$ cat src/rtl/triangle_pkg.sv
// Shared types and helpers for the triangle side-check scanner.
package triangle_pkg;

   localparam int WIDTH_DEF = 8;

   typedef enum logic [1:0] {
      ST_IDLE = 2'd0,
      ST_RUN  = 2'd1,
      ST_FIN  = 2'd2
   } state_e;

   // Precondition: a <= b <= c, so a single strict sum test decides it.
   function automatic logic is_triangle(input logic [31:0] a,
                                        input logic [31:0] b,
                                        input logic [31:0] c);
      logic [32:0] sum;
      sum = {1'b0, a} + {1'b0, b};
      return sum > {1'b0, c};
   endfunction

endpackage

$ cat src/rtl/triangle_check.sv
// Combinational strict triangle test on three sides in any order.
module triangle_check
   import triangle_pkg::*;
#(
   parameter int WIDTH = WIDTH_DEF
) (
   input  logic [WIDTH-1:0] a,
   input  logic [WIDTH-1:0] b,
   input  logic [WIDTH-1:0] c,
   output logic             is_tri
);

   // Checking every side against the other two removes the sorted-input precondition.
   always_comb begin
      is_tri = is_triangle(32'(a), 32'(b), 32'(c)) &&
               is_triangle(32'(a), 32'(c), 32'(b)) &&
               is_triangle(32'(b), 32'(c), 32'(a));
   end

endmodule

$ cat src/rtl/triangle_scan.sv
// Enumerates sorted side triples 1..LIMIT, classifies them and streams them out.
//
//   state   | meaning
//   --------+-------------------------------------------------------
//   ST_IDLE | waiting for START; outputs hold last scan result
//   ST_RUN  | VALID=1, presenting a triple until accepted
//   ST_FIN  | DONE pulse for one cycle, then back to ST_IDLE
module triangle_scan
   import triangle_pkg::*;
#(
   parameter int WIDTH = WIDTH_DEF,
   parameter int CNT_W = 24
) (
   input  logic             CLK,
   input  logic             RST,
   input  logic             START,
   input  logic [WIDTH-1:0] LIMIT,
   input  logic             READY,
   output logic             VALID,
   output logic [WIDTH-1:0] A_OUT,
   output logic [WIDTH-1:0] B_OUT,
   output logic [WIDTH-1:0] C_OUT,
   output logic             IS_TRI,
   output logic             BUSY,
   output logic             DONE,
   output logic [CNT_W-1:0] COUNT
);

   localparam logic [WIDTH-1:0] SIDE_ONE = WIDTH'(1);

   state_e           state_q, state_d;
   logic [WIDTH-1:0] lim_q, lim_d;
   logic [WIDTH-1:0] a_q, a_d;
   logic [WIDTH-1:0] b_q, b_d;
   logic [WIDTH-1:0] c_q, c_d;
   logic [CNT_W-1:0] cnt_q, cnt_d;
   logic             is_tri;
   logic             accept;

   triangle_check #(.WIDTH(WIDTH)) u_check (
      .a      (a_q),
      .b      (b_q),
      .c      (c_q),
      .is_tri (is_tri)
   );

   assign accept = (state_q == ST_RUN) && READY;

   always_comb begin
      state_d = state_q;
      lim_d   = lim_q;
      a_d     = a_q;
      b_d     = b_q;
      c_d     = c_q;
      cnt_d   = cnt_q;
      case (state_q)
         ST_IDLE: begin
            if (START) begin
               cnt_d = '0;
               lim_d = LIMIT;
               if (LIMIT != '0) begin
                  state_d = ST_RUN;
                  a_d     = SIDE_ONE;
                  b_d     = SIDE_ONE;
                  c_d     = SIDE_ONE;
               end else begin
                  state_d = ST_FIN;
               end
            end
         end
         ST_RUN: begin
            if (accept) begin
               if (is_tri) begin
                  cnt_d = cnt_q + 1'b1;
               end
               // Compare before incrementing so LIMIT = max never wraps a side.
               if (c_q < lim_q) begin
                  c_d = c_q + SIDE_ONE;
               end else if (b_q < lim_q) begin
                  b_d = b_q + SIDE_ONE;
                  c_d = b_q + SIDE_ONE;
               end else if (a_q < lim_q) begin
                  a_d = a_q + SIDE_ONE;
                  b_d = a_q + SIDE_ONE;
                  c_d = a_q + SIDE_ONE;
               end else begin
                  state_d = ST_FIN;
               end
            end
         end
         ST_FIN: begin
            state_d = ST_IDLE;
         end
         default: begin
            state_d = ST_IDLE;
         end
      endcase
   end

   always_ff @(posedge CLK) begin
      if (RST) begin
         state_q <= ST_IDLE;
         lim_q   <= '0;
         a_q     <= '0;
         b_q     <= '0;
         c_q     <= '0;
         cnt_q   <= '0;
      end else begin
         state_q <= state_d;
         lim_q   <= lim_d;
         a_q     <= a_d;
         b_q     <= b_d;
         c_q     <= c_d;
         cnt_q   <= cnt_d;
      end
   end

   assign VALID  = (state_q == ST_RUN);
   assign BUSY   = (state_q == ST_RUN);
   assign DONE   = (state_q == ST_FIN);
   assign A_OUT  = a_q;
   assign B_OUT  = b_q;
   assign C_OUT  = c_q;
   assign IS_TRI = is_tri;
   assign COUNT  = cnt_q;

endmodule
$ cat config.mk
export PLATFORM = sky130hd
export DESIGN_NAME = triangle_scan
export DESIGN_NICKNAME = d
export VERILOG_FILES = /design/src/rtl/triangle_pkg.sv /design/src/rtl/triangle_check.sv /design/src/rtl/triangle_scan.sv
export SDC_FILE = /design/constraint.sdc
export NUM_CORES = 1
export LEC_CHECK = 0
export ABC_AREA = 0
export CORE_ASPECT_RATIO = 1.75
export CORE_MARGIN = 2
export CORE_UTILIZATION = 50
export DETAILED_ROUTE_END_ITERATION = 10
export DONT_BUFFER_PORTS = 1
export PLACE_DENSITY_LB_ADDON = 0.08
export SLEW_MARGIN = 30
export SYNTH_ARGS = -nofsm -noshare
export SYNTH_HDL_FRONTEND = slang
export SYNTH_HIERARCHICAL = 1
export SYNTH_SLANG_ARGS = --single-unit
$ cat constraint.sdc
create_clock -name CLK -period 8.05 [get_ports CLK]
set_input_delay 1.61 -clock CLK [delete_from_list [all_inputs] [get_ports CLK]]
set_output_delay 1.61 -clock CLK [all_outputs]
set_load 0.01 [all_outputs]
* Word-level counts from Yosys, hierarchy flattened
Index checks and enable logic that the tools add are counted.
** Word-level totals
- Input bits :: 12
- Register bits after elaboration :: 58
- Logic and storage cells :: 68
- Output and inout port bits :: 52
** Operators by class
- $add $sub $neg :: 7
- Equality and inequality tests :: 12
- $lt $le $gt $ge :: 6
- Multiplexer cells :: 25
- Reduce and logical (&&, ||, !) cells :: 12
** Operator list (count)
- greater-than comparator 33 x 8 -> 1 bit :: 3
- 2-to-1 mux 8 bit :: 11
- 2-to-1 mux 24 bit :: 3
- case mux 24 bit (2 select lines) :: 1
- case mux 8 bit (2 select lines) :: 3
- adder 8 x 8 -> 9 bit :: 3
- adder 24 x 1 -> 24 bit (second input constant) :: 1
- adder 8 x 1 -> 8 bit (second input constant) :: 3
- less-than comparator 8 bit :: 3
- 2-to-1 mux 2 bit :: 6
- inequality test 2 bit (second input constant) :: 6
- AND reduction 5 bit :: 2
- nonzero test 8 bit :: 1
- AND reduction 7 bit :: 1
- AND reduction 6 bit :: 1
- inequality test 2 x 1 -> 1 bit (second input constant) :: 2
- inequality test 4 x 1 -> 1 bit (second input constant) :: 1
- case mux 2 bit (2 select lines) :: 1
- AND reduction 4 bit :: 1
- logical AND 1 bit :: 3
- inequality test 3 x 1 -> 1 bit (second input constant) :: 1
- == test 2 x 1 -> 1 bit (second input constant) :: 1
- == test 2 bit (second input constant) :: 1
- zero test 2 bit :: 1
- 2 further kinds :: 2

* Depth between registers and ports, before layout
- Depth after elaboration :: 7
- Mapped depth :: 20
- Gate-level depth less buffers :: 20

* By module
Netlist, hierarchy kept.
** Modules (own cells, without submodules)
- triangle_scan :: cells an instance 434, area an instance 3602.2 um^2, times used 1, sequential area each 1161.1 um^2
- triangle_check :: cells an instance 200, area an instance 1530.2 um^2, times used 1, sequential area each 0.0 um^2

* Worst setup path before layout
OpenSTA, ideal clock, no wires.
- Kind :: reg-to-output
- Start :: reg a_q[1], in the netlist A_OUT[1]
- End :: out IS_TRI
- Required time :: 6440 ps
- Setup slack :: 3551 ps
- Cell stages (with the launch flop) :: 13
- Buffers on the path :: 0
- Arrival time :: 2889 ps
- Cells stage by stage :: dfxtp_1 > inv_1 > fa_1 > nand2b_1 > a21oi_2 > nor3_1 > a2bb2oi_1 > ha_1 > nand4_1 > a21oi_1 > nor4_1 > or3_1 > a221oi_2
** On the way
- Word-level cells in the longest chain between the ends :: 4
- Elaborated cells between the ends (all ways) :: 7
- Classes of those cells :: 2 x add/sub; 3 x order compare; 2 x reduce/logical
** RTL lines
- start, declared :: line triangle_scan.sv:33 : logic [WIDTH-1:0] a_q, a_d;
- start signal, assigned :: line triangle_scan.sv:104 : a_q <= '0;
- start signal, assigned :: line triangle_scan.sv:111 : a_q <= a_d;
- adder 8 x 8 -> 9 bit :: line triangle_pkg.sv:17 : sum = {1'b0, a} + {1'b0, b};
- greater-than comparator 33 x 8 -> 1 bit :: line triangle_pkg.sv:18 : return sum > {1'b0, c};
- logical AND 1 bit :: line triangle_check.sv:15 : is_tri = is_triangle(32'(a), 32'(b), 32'(c)) &&
- logical AND 1 bit (*) :: line triangle_check.sv:16 : is_triangle(32'(a), 32'(c), 32'(b)) &&
- end, declared :: line triangle_scan.sv:23 : output logic IS_TRI,
Mark *: on every way between the ends. The rest lies on a longest branch, timed or not.

* Worst setup path after layout
- Start :: reg a_q[0], in the netlist A_OUT[0]
- End :: out IS_TRI
The elaborated chain is that of the path after synthesis.

==> results.md <==
* Ys flop type: dfxtp_1
* Fmax achieved at about 0.18 GHz
* Power per cell area at ~210 nW/um^2
* CP max stage cell: dfxtp_1
* Post-synth EDFFs at 0
* First-pass iteration count of the detailed router at 5
* Largest net degree at the start of global routing at 44
* DRT iter0 DRCs at between 200 and 300
* Top sig layer: met4
* Synth cell types at 64
* Setup Fix Bufs, Post-CTS at 0
* P_leak at approximately 2.3 nW
* Critical path launch point type: flop
* Post-Syn Nets at slightly above 700
* Hold Path Class: flop to flop
* Wire per inst at around 20 microns
* Critical path origin: A_OUT[0]$_SDFFE_PP0P_
* Setup tns final at 0 ps
* P&R area growth vs syn at 8.703%
* Clk_skew at 4.850 ps
* Reg-to-Reg Start: A_OUT[0]$_SDFFE_PP0P_
* Relative slew slack at a little under a third
* Layout Cells excl Fill at 760
* Via density per instance at 6.282
* Dpl cells at 744
* Detailed placement HPWL at 11.57 mm
* Crit path to: IS_TRI
* Peak VDD IR at between 0.0001 and 0.00015 V
* Async SR Flop Fraction at 0%
* Chip Height at ~140 microns
* Status: complete, no violations
* R2R setup slack at around 2700 ps
* Ys Warns at 6
* Crit Path Category: flop to output port
* Die X at about 81 microns
* Via count at about 4800
* #FFs+latches synth at slightly below 60
* Final period utilization at a little over two thirds
* Final Net Count at 716
* Worst Path Required at ~6400 ps
* Crit path top cell by count: ha_1
* Synth Instances at between 600 and 700
* Starting Density at 50.74%
* Final ANT Viol Nets at 0
* DRC viols at 0
* Gr ovfl total at 0
* Buf/Inv on CP at 1
* CTS buffer count at 9
* Die area at approximately 11000 sq um
* CP peak stage delay at 740 ps
* Cell count of the worst reg-to-reg path at 18
* Final wirelength at roughly 15 mm
* Delay-heaviest family, CP: compound AO/OA/AOI/OAI gates
* Max-cap violations at 0
* Ports at between 60 and 70
* Core area at roughly 10000 sq um
* Fin util at a little under three fifths
* WL met1 at 5.368 mm
* Filler cells at around 950
* CTS tree: done
* Share of cells above drive strength 1 at under 10%
* Sequential share of the synthesized area at a little under a quarter
* First-pass GRT wire length at approximately 24 mm
* CTS resizes at 0
* Final Hold Vio Count at 0
* Avg Inst Size Synth at slightly above 8 sq um
* GPL Wtd Cong at ~0.93
* WP depth at 13
* IO buf count at 0
* Data arrival time of the critical path at ~4000 ps
* FF+latch area at 1161 sq um
* Worst slew pin tran at around 1000 ps
* Clock transition at path regs at 50 ps
* Unrepaired setup endpoints after global routing: false
* CTS root buffer: clkbuf_16
* Critical path peak fanout at 15
* Post-placement setup slack at approximately 2700 ps
* Post-CTS Hold Fix Bufs at 0
* Reg-to-reg endpoint: COUNT[23]$_SDFFE_PP0P_
* Clock sinks at a little under 60
* H-tree lvl count at 3
* # diodes at 0
* Clk_lat worst skew at around 330 ps
* Num rows at between 40 and 50
* Vias in the first global route at approximately 4700
* Setup WS post-layout at approximately 2500 ps
* Final min period at ~5600 ps
* Met2 wire length at a little under 8 mm
* Initial antenna violation count at 0
* Crit end category: output port
* Worst path cell trace: ha_1, inv_1, fa_1, nand2b_1, a21oi_2, nor3_1, a2bb2oi_1, ha_1, nand4_1, a21oi_1, nor4_1, or3_1, a221oi_2
* PnR Total Power at 1.156 mW
* Fin. max-slew vios at 0
* Met3 wire len at approximately 850 microns
* Footprint of the multi-input gates at about 3700 sq um
* Bufs on Longest Clock Path at 2
* Endpoints failing setup at 0
* Synthesized cell area at a little over 5000 sq um
* GRT Total Usage at about 28%
sequential cells by signal, summed over array words and instances, names as in the netlist:
| register | cells |
|---|---|
| state_q | 2 |
| C_OUT | 8 |
| B_OUT | 8 |
| lim_q | 8 |
| COUNT | 24 |
| A_OUT | 8 |
worst reg2reg max path, cell delays in order, from the launching register on:
cell and delay [ps]:
dfxtp_1 740, ha_1 280, inv_1 50, fa_1 390
nand2b_1 200, a21oi_2 200, nor3_1 80, a2bb2oi_1 150
ha_1 290, nand4_1 110, a21oi_1 160, nor4_1 80
or3_1 350, a221oi_2 560, nand3_1 280, a2111oi_4 610
nand3_1 250, or3_1 390, a21oi_1 130
synthesized netlist by cell type (4+ instances only):
library cell / count / area, sq um
nand2_1: 46 / 172.7
a211oi_1: 9 / 67.56
nand4_1: 13 / 81.33
nand3_1: 25 / 125.1
and4_1: 5 / 43.79
o21a_1: 8 / 60.06
dfxtp_1: 58 / 1161
mux2i_1: 12 / 120.1
nor4_1: 6 / 37.54
o32ai_1: 4 / 35.03
ha_1: 73 / 913.4
nor2b_1: 8 / 50.05
a21oi_1: 45 / 225.2
nor2_1: 57 / 214.0
buf_2: 9 / 45.04
inv_1: 49 / 183.9
a21o_1: 9 / 67.56
o21ai_0: 17 / 85.08
or3_1: 4 / 25.02
and3_1: 12 / 75.07
o21ai_1: 5 / 25.02
xnor2_1: 28 / 245.2
clkbuf_1: 11 / 41.29
nor3_1: 9 / 45.04
a31oi_1: 5 / 31.28
o211ai_1: 6 / 45.04
xor2_1: 19 / 166.4
or4_1: 4 / 30.03
o31a_1: 4 / 35.03
o2111ai_1: 5 / 43.79
nand2b_1: 19 / 118.9
layout by cell type, fill, tap and decap left out, types with 4 or more instances in the layout:
master	synthesis	final
a211oi_1	9	9
a21o_1	9	9
a21oi_1	45	44
a31oi_1	5	5
and3_1	12	12
and4_1	5	5
buf_4	1	5
clkbuf_16	0	9
dfxtp_1	58	58
ha_1	73	73
inv_1	49	49
mux2i_1	12	12
nand2_1	46	46
nand2b_1	19	19
nand3_1	25	25
nand4_1	13	13
nor2_1	57	57
nor2b_1	8	8
nor3_1	9	9
nor4_1	6	6
o2111ai_1	5	5
o211ai_1	6	6
o21a_1	8	8
o21ai_0	17	17
o21ai_1	5	5
o31a_1	4	4
o32ai_1	4	4
or3_1	4	4
or4_1	4	4
xnor2_1	28	28
xor2_1	19	19
worst min-delay path by stage:
stage	startpoint	endpoint	slack, ps	depth (start not counted)
after global routing	lim_q[5]$_SDFFE_PP0P_	lim_q[5]$_SDFFE_PP0P_	480	2
after global placement	lim_q[5]$_SDFFE_PP0P_	lim_q[5]$_SDFFE_PP0P_	440	2
after CTS	lim_q[2]$_SDFFE_PP0P_	lim_q[2]$_SDFFE_PP0P_	450	2
after detailed placement	lim_q[2]$_SDFFE_PP0P_	lim_q[2]$_SDFFE_PP0P_	440	2
after floorplan	lim_q[1]$_SDFFE_PP0P_	lim_q[1]$_SDFFE_PP0P_	440	2
final	lim_q[2]$_SDFFE_PP0P_	lim_q[2]$_SDFFE_PP0P_	450	2
routing by layer:
metal	track usage, %	up-vias
li1	-	2285
met4	18.73	0
met2	49.82	187
met5	0	-
met3	6.593	63
met1	28.16	2239
final cells by class:
class / instances / share of cell area (%)
clock buffer: 12 / 4.777
clock inverter: 4 / 1.301
inverter: 49 / 3.297
multi-input combinational: 505 / 66.29
sequential: 58 / 20.81
tap: 127 / 2.848
timing repair buffer: 5 / 0.6728
through the flow:
step	area [sq um]	hold slack, ps
finish	5579	451.7
global route	5579	483.3
floorplan	5132	436.3
detailed placement	5240	443.6
CTS	5579	450.9
global placement	5240	437.1
logic make-up (layout without fill, tap and decap cells):
group | after synthesis | count (layout) | synth area share [%]
simple gates | 219 | 219 | 21.45
flops | 58 | 58 | 22.62
xor+xnor | 47 | 47 | 8.021
compound gates | 149 | 149 | 20.67
fa+ha+maj | 76 | 76 | 18.97
buf+inv | 71 | 70 | 5.485
mux | 14 | 14 | 2.779
report_power, final:
| group | internal, mW | switching, mW | leakage [nW] |
|---|---|---|---|
| sequential | 0.300 | 0.0437 | 0.470 |
| combinational | 0.155 | 0.226 | 1.66 |
| clock | 0.295 | 0.135 | 0.165 |
| total | 0.751 | 0.405 | 2.29 |
No activity file was read; power rests on OpenSTA's default activity.
